--- config.mk ---
export PLATFORM = sky130hd
export DESIGN_NAME = bus_arbiter
export DESIGN_NICKNAME = d
export VERILOG_FILES = /design/src/rtl/bus_arb_pkg.sv /design/src/rtl/bus_arb_pick.sv /design/src/rtl/bus_arbiter.sv
export SDC_FILE = /design/constraint.sdc
export NUM_CORES = 1
export LEC_CHECK = 0
export CAP_MARGIN = 5
export CORE_AREA = 5 5 163 165
export CTS_CLUSTER_SIZE = 20
export DETAILED_ROUTE_END_ITERATION = 10
export DIE_AREA = 0 0 168 170
export GPL_TIMING_DRIVEN = 0
export PLACE_DENSITY = 0.51
export SYNTH_ARGS = -nofsm -noshare
export SYNTH_HDL_FRONTEND = slang
export SYNTH_HIERARCHICAL = 1
export SYNTH_SLANG_ARGS = --single-unit
--- constraint.sdc ---
create_clock -name clk -period 2.6 [get_ports clk]
set_input_delay 0.65 -clock clk [delete_from_list [all_inputs] [get_ports clk]]
set_output_delay 0.65 -clock clk [all_outputs]
set_load 0.02 [all_outputs]
--- src/rtl/bus_arb_pkg.sv ---
// bus_arb_pkg: shared types and tag constants for bus_arbiter.
// Holds FSM states, Sysbus tag fields and requester ids.
package bus_arb_pkg;

  typedef enum logic [1:0] {
    ARB_IDLE,
    ARB_REQ,
    ARB_WAIT,
    ARB_RESP
  } arb_state_t;

  localparam int TAG_W = 13;

  localparam logic TAG_READ = 1'b1;
  localparam logic TAG_WRITE = 1'b0;
  localparam logic [3:0] TAG_MEMORY = 4'h1;

  localparam logic [7:0] ID_I = 8'h00;
  localparam logic [7:0] ID_D = 8'h01;

  function automatic logic [TAG_W-1:0] mk_tag(
    input logic rw,
    input logic [3:0] ty,
    input logic [7:0] id
  );
    return {rw, ty, id};
  endfunction

endpackage

--- src/rtl/bus_arb_pick.sv ---
// bus_arb_pick: two-way grant select (1 = data side wins).
// BUS_ARB_FIXED_PRIO_EN: ties always go to D, no last-grant input.
module bus_arb_pick (
  input  logic i_ireq,
  input  logic i_dreq,
`ifndef BUS_ARB_FIXED_PRIO_EN
  input  logic i_last_d,
`endif
  output logic o_grant_d
);

`ifdef BUS_ARB_FIXED_PRIO_EN
  assign o_grant_d = i_dreq;
`else
  assign o_grant_d = (i_ireq && i_dreq) ? ~i_last_d : i_dreq;
`endif

endmodule

--- src/rtl/bus_arbiter.sv ---
// bus_arbiter: I/D line-fill arbiter onto a single Sysbus port.
// BUS_ARB_FIXED_PRIO_EN selects fixed D priority instead of round-robin.
module bus_arbiter
  import bus_arb_pkg::*;
#(
  parameter int BEATS  = 8,
  parameter int ADDR_W = 64,
  parameter int DATA_W = 64
) (
  input  logic              clk,
  input  logic              reset,
  input  logic              i_reqcyc,
  output logic              i_reqack,
  input  logic [ADDR_W-1:0] i_req,
  output logic              i_respcyc,
  output logic [DATA_W-1:0] i_resp,
  input  logic              d_reqcyc,
  output logic              d_reqack,
  input  logic [ADDR_W-1:0] d_req,
  output logic              d_respcyc,
  output logic [DATA_W-1:0] d_resp,
  output logic              bus_reqcyc,
  output logic [ADDR_W-1:0] bus_req,
  output logic [TAG_W-1:0]  bus_reqtag,
  input  logic              bus_reqack,
  input  logic              bus_respcyc,
  input  logic [DATA_W-1:0] bus_resp,
  input  logic [TAG_W-1:0]  bus_resptag,
  output logic              bus_respack,
  output logic              tag_err
);

  localparam int CNT_W = $clog2(BEATS) + 1;

  arb_state_t        r_state;
  logic              r_owner_d;
  logic [CNT_W-1:0]  r_cnt;
  logic              r_bus_reqcyc;
  logic [ADDR_W-1:0] r_bus_req;
  logic [TAG_W-1:0]  r_bus_reqtag;
  logic              r_i_reqack;
  logic              r_d_reqack;
  logic              r_tag_err;
`ifndef BUS_ARB_FIXED_PRIO_EN
  logic              r_last_d;
`endif

  logic              w_grant_d;
  logic [ADDR_W-1:0] w_addr;
  logic [7:0]        w_owner_id;
  logic              w_in_resp;
  logic              w_match;
  logic              w_bad;
  logic              w_last;
  logic              w_unused;

  bus_arb_pick u_pick (
    .i_ireq    (i_reqcyc),
    .i_dreq    (d_reqcyc),
`ifndef BUS_ARB_FIXED_PRIO_EN
    .i_last_d  (r_last_d),
`endif
    .o_grant_d (w_grant_d)
  );

  assign w_addr = w_grant_d ? d_req : i_req;
  assign w_owner_id = r_owner_d ? ID_D : ID_I;
  assign w_in_resp = (r_state == ARB_WAIT)
                  || (r_state == ARB_RESP);
  assign w_match = bus_respcyc && w_in_resp
                && (bus_resptag[7:0] == w_owner_id);
  assign w_bad = bus_respcyc && !w_match;
  assign w_last = (r_cnt == CNT_W'(BEATS - 1));
  assign w_unused = ^bus_resptag[TAG_W-1:8];

  assign bus_respack = bus_respcyc;
  assign bus_reqcyc  = r_bus_reqcyc;
  assign bus_req     = r_bus_req;
  assign bus_reqtag  = r_bus_reqtag;
  assign i_reqack    = r_i_reqack;
  assign d_reqack    = r_d_reqack;
  assign tag_err     = r_tag_err;

  assign i_respcyc = w_match && !r_owner_d;
  assign d_respcyc = w_match && r_owner_d;
  assign i_resp    = i_respcyc ? bus_resp : '0;
  assign d_resp    = d_respcyc ? bus_resp : '0;

`ifndef BUS_ARB_FIXED_PRIO_EN
  // Remember the last winner so the next tie flips.
  always_ff @(posedge clk or posedge reset) begin
    if (reset) begin
      r_last_d <= 1'b1;
    end else if (r_state == ARB_IDLE
              && (i_reqcyc || d_reqcyc)) begin
      r_last_d <= w_grant_d;
    end
  end
`endif

  // Arbitration FSM, beat counter and registered bus outputs.
  always_ff @(posedge clk or posedge reset) begin
    if (reset) begin
      r_state      <= ARB_IDLE;
      r_owner_d    <= 1'b0;
      r_cnt        <= '0;
      r_bus_reqcyc <= 1'b0;
      r_bus_req    <= '0;
      r_bus_reqtag <= '0;
      r_i_reqack   <= 1'b0;
      r_d_reqack   <= 1'b0;
      r_tag_err    <= 1'b0;
    end else begin
      r_i_reqack <= 1'b0;
      r_d_reqack <= 1'b0;
      if (w_bad) begin
        r_tag_err <= 1'b1;
      end
      unique case (r_state)
        ARB_IDLE: begin
          if (i_reqcyc || d_reqcyc) begin
            r_owner_d    <= w_grant_d;
            r_bus_reqcyc <= 1'b1;
            r_bus_req    <= {w_addr[ADDR_W-1:6], 6'b0};
            r_bus_reqtag <= mk_tag(TAG_READ, TAG_MEMORY,
                              w_grant_d ? ID_D : ID_I);
            r_state      <= ARB_REQ;
          end
        end
        ARB_REQ: begin
          if (bus_reqack) begin
            r_bus_reqcyc <= 1'b0;
            if (r_owner_d) begin
              r_d_reqack <= 1'b1;
            end else begin
              r_i_reqack <= 1'b1;
            end
            r_state <= ARB_WAIT;
          end
        end
        ARB_WAIT, ARB_RESP: begin
          if (w_match) begin
            if (w_last) begin
              r_cnt   <= '0;
              r_state <= ARB_IDLE;
            end else begin
              r_cnt   <= r_cnt + CNT_W'(1);
              r_state <= ARB_RESP;
            end
          end
        end
        default: begin
          r_state <= ARB_IDLE;
        end
      endcase
    end
  end

endmodule

-- Yosys cells after proc, flatten, opt, wreduce, memory -nomap -nowiden
Index checks and enable logic that the tools add are counted.
- add/subtract/negate cells: 1
- equality and inequality tests: 8
- muxes and demuxes: 21
- bitwise logic cells: 1
- reductions and logical operators: 18
- operators with widths (kind ; number):
    64-bit 2-to-1 mux ; 3
    1-bit 2-to-1 mux ; 11
    8-bit by 1-bit == test with 1-bit output ; 1
    2-bit 2-to-1 mux ; 4
    1-bit logical AND ; 7
    2-bit case mux with 3 select lines ; 1
    3-bit AND reduction ; 2
    4-bit by 1-bit adder with 4-bit output (second input constant) ; 1
    2-bit == test (second input constant) ; 2
    4-bit by 3-bit == test with 1-bit output (second input constant) ; 1
    4-bit 2-to-1 mux ; 1
    2-bit != test (second input constant) ; 2
    2-bit AND reduction ; 2
    2-bit by 1-bit == test with 1-bit output (second input constant) ; 1
    1-bit zero test ; 2
    2-bit zero test ; 1
    1-bit logical OR ; 2
    2-bit by 1-bit != test with 1-bit output (second input constant) ; 1
    1-bit case mux with 2 select lines ; 1
    2-bit nonzero test ; 1
    2-bit OR reduction ; 1
    1-bit inverter ; 1
- register bits after elaboration: 79
- input bits: 211
- output and inout port bits: 212
- word-level logic and storage cells: 59

-- Logic depth before layout (Yosys ltp)
- word-level depth: 6
- mapped depth: 7
- gate-level depth less buffers: 4

-- Cells and area by module
The synthesis kept the hierarchy.
- by module, submodules not included (module ; times used ; cells an instance ; area each (sq um) ; sequential area each (sq um)):
    bus_arbiter ; 1 ; 467 ; 4317.9 ; 1778.0
    bus_arb_pick ; 1 ; 1 ; 11.3 ; 0.0

-- Worst setup path before layout
OpenSTA, ideal clock, no wires.
- path kind: input to output
- from: in bus_resptag[5]
- to: out d_resp[40]
- arrival: 1.749 ns
- data required time: 1.950 ns
- slack: 0.201 ns
- stages on the path: 5
- path buffers: 1
- cell sequence: nor4b_4 > nand4_2 > nor2_2 > buf_2 > and2_1
- cells in the longest elaborated chain, start to end: 4
- RTL lines (item ; line ; source):
    start, declared ; bus_arbiter.sv:28 ; input logic [TAG_W-1:0] bus_resptag,
    8-bit by 1-bit == test with 1-bit output ; bus_arbiter.sv:71 ; && (bus_resptag[7:0] == w_owner_id);
    1-bit logical AND ; bus_arbiter.sv:71 ;
    1-bit logical AND ; bus_arbiter.sv:85 ; assign d_respcyc = w_match && r_owner_d;
    named net d_respcyc ; bus_arbiter.sv:20 ; output logic d_respcyc,
    64-bit 2-to-1 mux ; bus_arbiter.sv:87 ; assign d_resp = d_respcyc ? bus_resp : '0;
    end, declared ; bus_arbiter.sv:21 ; output logic [DATA_W-1:0] d_resp,
The timed path passes the listed nets, and every way through them passes these cells.

-- Worst setup path in the final report
- from: in bus_resptag[0]
- to: out i_resp[4]
- cells in the longest elaborated chain, start to end: 4
- RTL lines (item ; line ; source):
    8-bit by 1-bit == test with 1-bit output ; bus_arbiter.sv:71 ;
    1-bit logical AND ; bus_arbiter.sv:71 ;
    1-bit logical AND ; bus_arbiter.sv:84 ; assign i_respcyc = w_match && !r_owner_d;
    64-bit 2-to-1 mux ; bus_arbiter.sv:86 ; assign i_resp = i_respcyc ? bus_resp : '0;
    end, declared ; bus_arbiter.sv:16 ; output logic [DATA_W-1:0] i_resp,
No other way between the ends.

==> flow_metrics.py <==
metrics = {
    "final_layout": {
        "insertedDiodeCount": 0,
        "area_delta_synth_final_pct": 123,
        "final_cell_area_um2": 9640,
        "final_net_count": 1114,
        "layout-drive-gt1-share": 0.350,
        "fin_util": 0.387,
    },
    "sta": {
        "drv_slew": 0,
        "rsz0062_at_grt": "yes",
        "fin_crit_sh": 1.04,
        "final_hold_viol_count": 0,
        "setup_viol": 95,
        "setup_tns_ns": -8.34,
        "worst_slack_ns": -0.114,
        "fmax_ghz": 0.368,
        "worst_pin_slew_ns": 0.628,
        "period_needed_ns": 2.71,
        "skew_ns": 0.00961,
        "slew_headroom": 0.581,
    },
    "power": {
        "p_sw_frac": 0.381,
        "p_sw_mw": 2.35,
        "p_total_mw": 6.17,
        "irDropWorstVdd_v": 0.000421,
        "p_leak_nw": 4.43,
        "combPwrFrac": 0.475,
        "p_clk_frac": 0.208,
        "power.density_nw_per_um2": 640,
        "seqPwrFrac": 0.317,
        "p_int_mw": 3.82,
    },
    "outcome": {
        "outcome": "finished, violations left",
        "failed_checks": "setup timing",
    },
    "worst_setup_path": {
        "end_kind": "output pin",
        "cp_data_arrival_time_ns": 2.06,
        "worstRegToRegCells": 7,
        "rr_endpoint": "bus_req[51]",
        "path_class": "input port to output pin",
        "r2r_setup_slack_ns": 0.68,
        "path_max_fanout": 6,
        "cp-start-kind": "input port",
        "cp.required_ns": 1.95,
        "r2r-start": "r_state[1]",
    },
    "synth": {
        "synth_seq_area_share": 0.411,
        "ys_seq_elements": 71,
        "synthDistinctLibCells": 33,
        "synth_area_leaders": "dfrtp_1, and2_1, mux2i_1",
        "synth_edf_count": 0,
        "synth_top_area_cell": "dfrtp_1",
        "synth.most_common_cell": "and2_1",
        "syn_inst": 468,
        "synth_top_area_frac": 0.405,
        "synthFlopType": "dfrtp_1",
        "netlist_area_um2": 4330,
        "synth_common_cells": "and2_1, dfrtp_1, nand2_1, o21ai_0, mux2i_1",
        "async_flop_share": 1.00,
        "postSynthAreaPerCell_um2": 9.25,
        "yosysWarnings": 6,
    },
    "route": {
        "drt_iter0_drc": 131,
        "firstDrtPassIters": 4,
        "vias": 4860,
        "avgViaCountPerCell": 3.93,
        "wl_per_cell_um": 18.6,
        "antenna_left": 0,
        "drc_errors": 0,
        "wl_um": 23100,
    },
    "global_routing": {
        "grt_pass1_vias": 5083,
        "antenna_found_initial": 0,
        "grt_pass1_wl_um": 32800,
        "grt_overflow": 0,
        "grt_usage": 0.151,
        "grt_max_degree": 38,
    },
    "min_path": {
        "hold_start": "tag_err",
        "min_delay_path_depth": 1,
        "min_path_type": "flip-flop to flip-flop",
        "min_to": "tag_err",
    },
    "job": {
        "maxCapViolCount": 0,
    },
    "clock_tree": {
        "root_buffer": "clkbuf_16",
        "cts_hold_buf": 0,
        "clk_latency_ns": 0.34,
        "clock-sinks": 71,
        "cts.htree.levels": 3,
        "clk_pin_slew_ns": 0.06,
        "cts_buffer_depth": 2,
        "cts_tree": "yes",
        "cts_buffers": 9,
    },
    "die": {
        "die_x_um": 168,
        "rows": 58,
        "core_area_um2": 24900,
        "dieArea_um2": 28600,
        "ios": 423,
        "initial_core_util": 0.174,
        "fp.dieH_um": 170,
    },
    "place": {
        "portBuffers": 389,
        "dpl-instance-area_um2": 8710,
        "dp_slack_ns": -1.14,
        "hpwl_um": 18500,
        "place.gp.congestion": 0.784,
    },
}
cells by family (layout without fill, tap and decap cells):
family	after synthesis	after routing	share of synthesized area
muxes	62	62	0.145
AOI/OAI and AO/OA	66	66	0.0783
DFF	71	71	0.411
other	1	16	0.000866
adders and majority gates	1	1	0.00289
buffers and inverters	56	480	0.0893
xor gates and xnor gates	2	2	0.00405
and+or+nand+nor	209	209	0.269
state kept, by name (all words and copies together), names as in the netlist:
signal	count
bus_req	58
r_cnt	4
bus_reqtag	2
r_state	2
bus_reqcyc	1
d_reqack	1
i_reqack	1
r_last_d	1
tag_err	1
routing by layer:
metal	share of wire	GRT usage
met2	0.52	0.279
met5	0	0
met4	0.013	0.0311
met3	0.087	0.0511
met1	0.38	0.170
how the worst max path moves through the flow:
stage             endpoint  slack (ns)  cells after the start            from
6_report         i_resp[4]       -0.11                      9  bus_resptag[0]
2_1_floorplan  bus_req[10]        0.16                      1           reset
5_1_grt         d_resp[38]       -0.24                      8  bus_resptag[4]
3_3_place_gp   bus_req[54]       -1.39                      2           reset
3_5_place_dp    d_resp[23]       -1.14                      8  bus_resptag[1]
4_1_cts         i_resp[31]       -0.17                      9  bus_resptag[7]
what timing repair did:
action                     in CTS  in global routing
setup endpoints to repair     135                130
gates cloned                    8                  3
setup buffers                   7                  2
gates resized for setup       846                 91
pin swaps                      42                 19
cell type report:
class                      instances  area, um^2
sequential                        71        1780
multi-input combinational        356        2510
clock inverter                     7        78.8
inverter                           2        10.0
fill                            2592       15200
timing repair buffer             408        4190
buffer                            54         435
clock buffer                       9         225
tap                              330         413
power by group through the flow:
| stage | combinational [mW] | clock [mW] | sequential [mW] |
|---|---|---|---|
| 4_1_cts | 2.97 | 1.34 | 1.96 |
| 5_1_grt | 3.17 | 1.38 | 2.03 |
| 2_1_floorplan | 0.723 | 0 | 2.48 |
| 3_3_place_gp | 2.95 | 0 | 1.93 |
| 6_report | 2.93 | 1.28 | 1.95 |
| 3_5_place_dp | 2.94 | 0 | 1.95 |
through the flow:
step                      instances  hold slack (ns)
after global placement         1202            0.449
after CTS                      1234            0.470
final                          1237            0.466
after detailed placement       1203            0.452
after floorplan                 483            0.467
after global routing           1237            0.503
placed cells by master (no fill, tap or decap), types with 2 or more instances in the layout:
cell,instances
dlygate4sd2_1,3
nand2_1,63
buf_12,2
o21ai_0,62
nor2_4,2
buf_6,123
buf_2,10
and2_4,92
and2_1,36
clkinvlp_4,2
clkbuf_1,10
clkdlybuf4s15_1,2
nor3_1,3
nor2_1,3
buf_1,2
conb_1,16
dfrtp_1,69
mux2i_1,58
clkbuf_16,12
clkdlybuf4s50_1,250
mux2_2,3
buf_8,8
inv_6,2
buf_4,48
worst max-delay path, cell delays in order:
cell,delay [ns]
clkdlybuf4s15_1,0.25
xnor2_4,0.19
nand4_4,0.18
nor2_4,0.15
buf_6,0.13
buf_8,0.13
buf_6,0.12
and2_4,0.14
buf_6,0.11
Note: power is estimated with default switching activity, not from simulation.
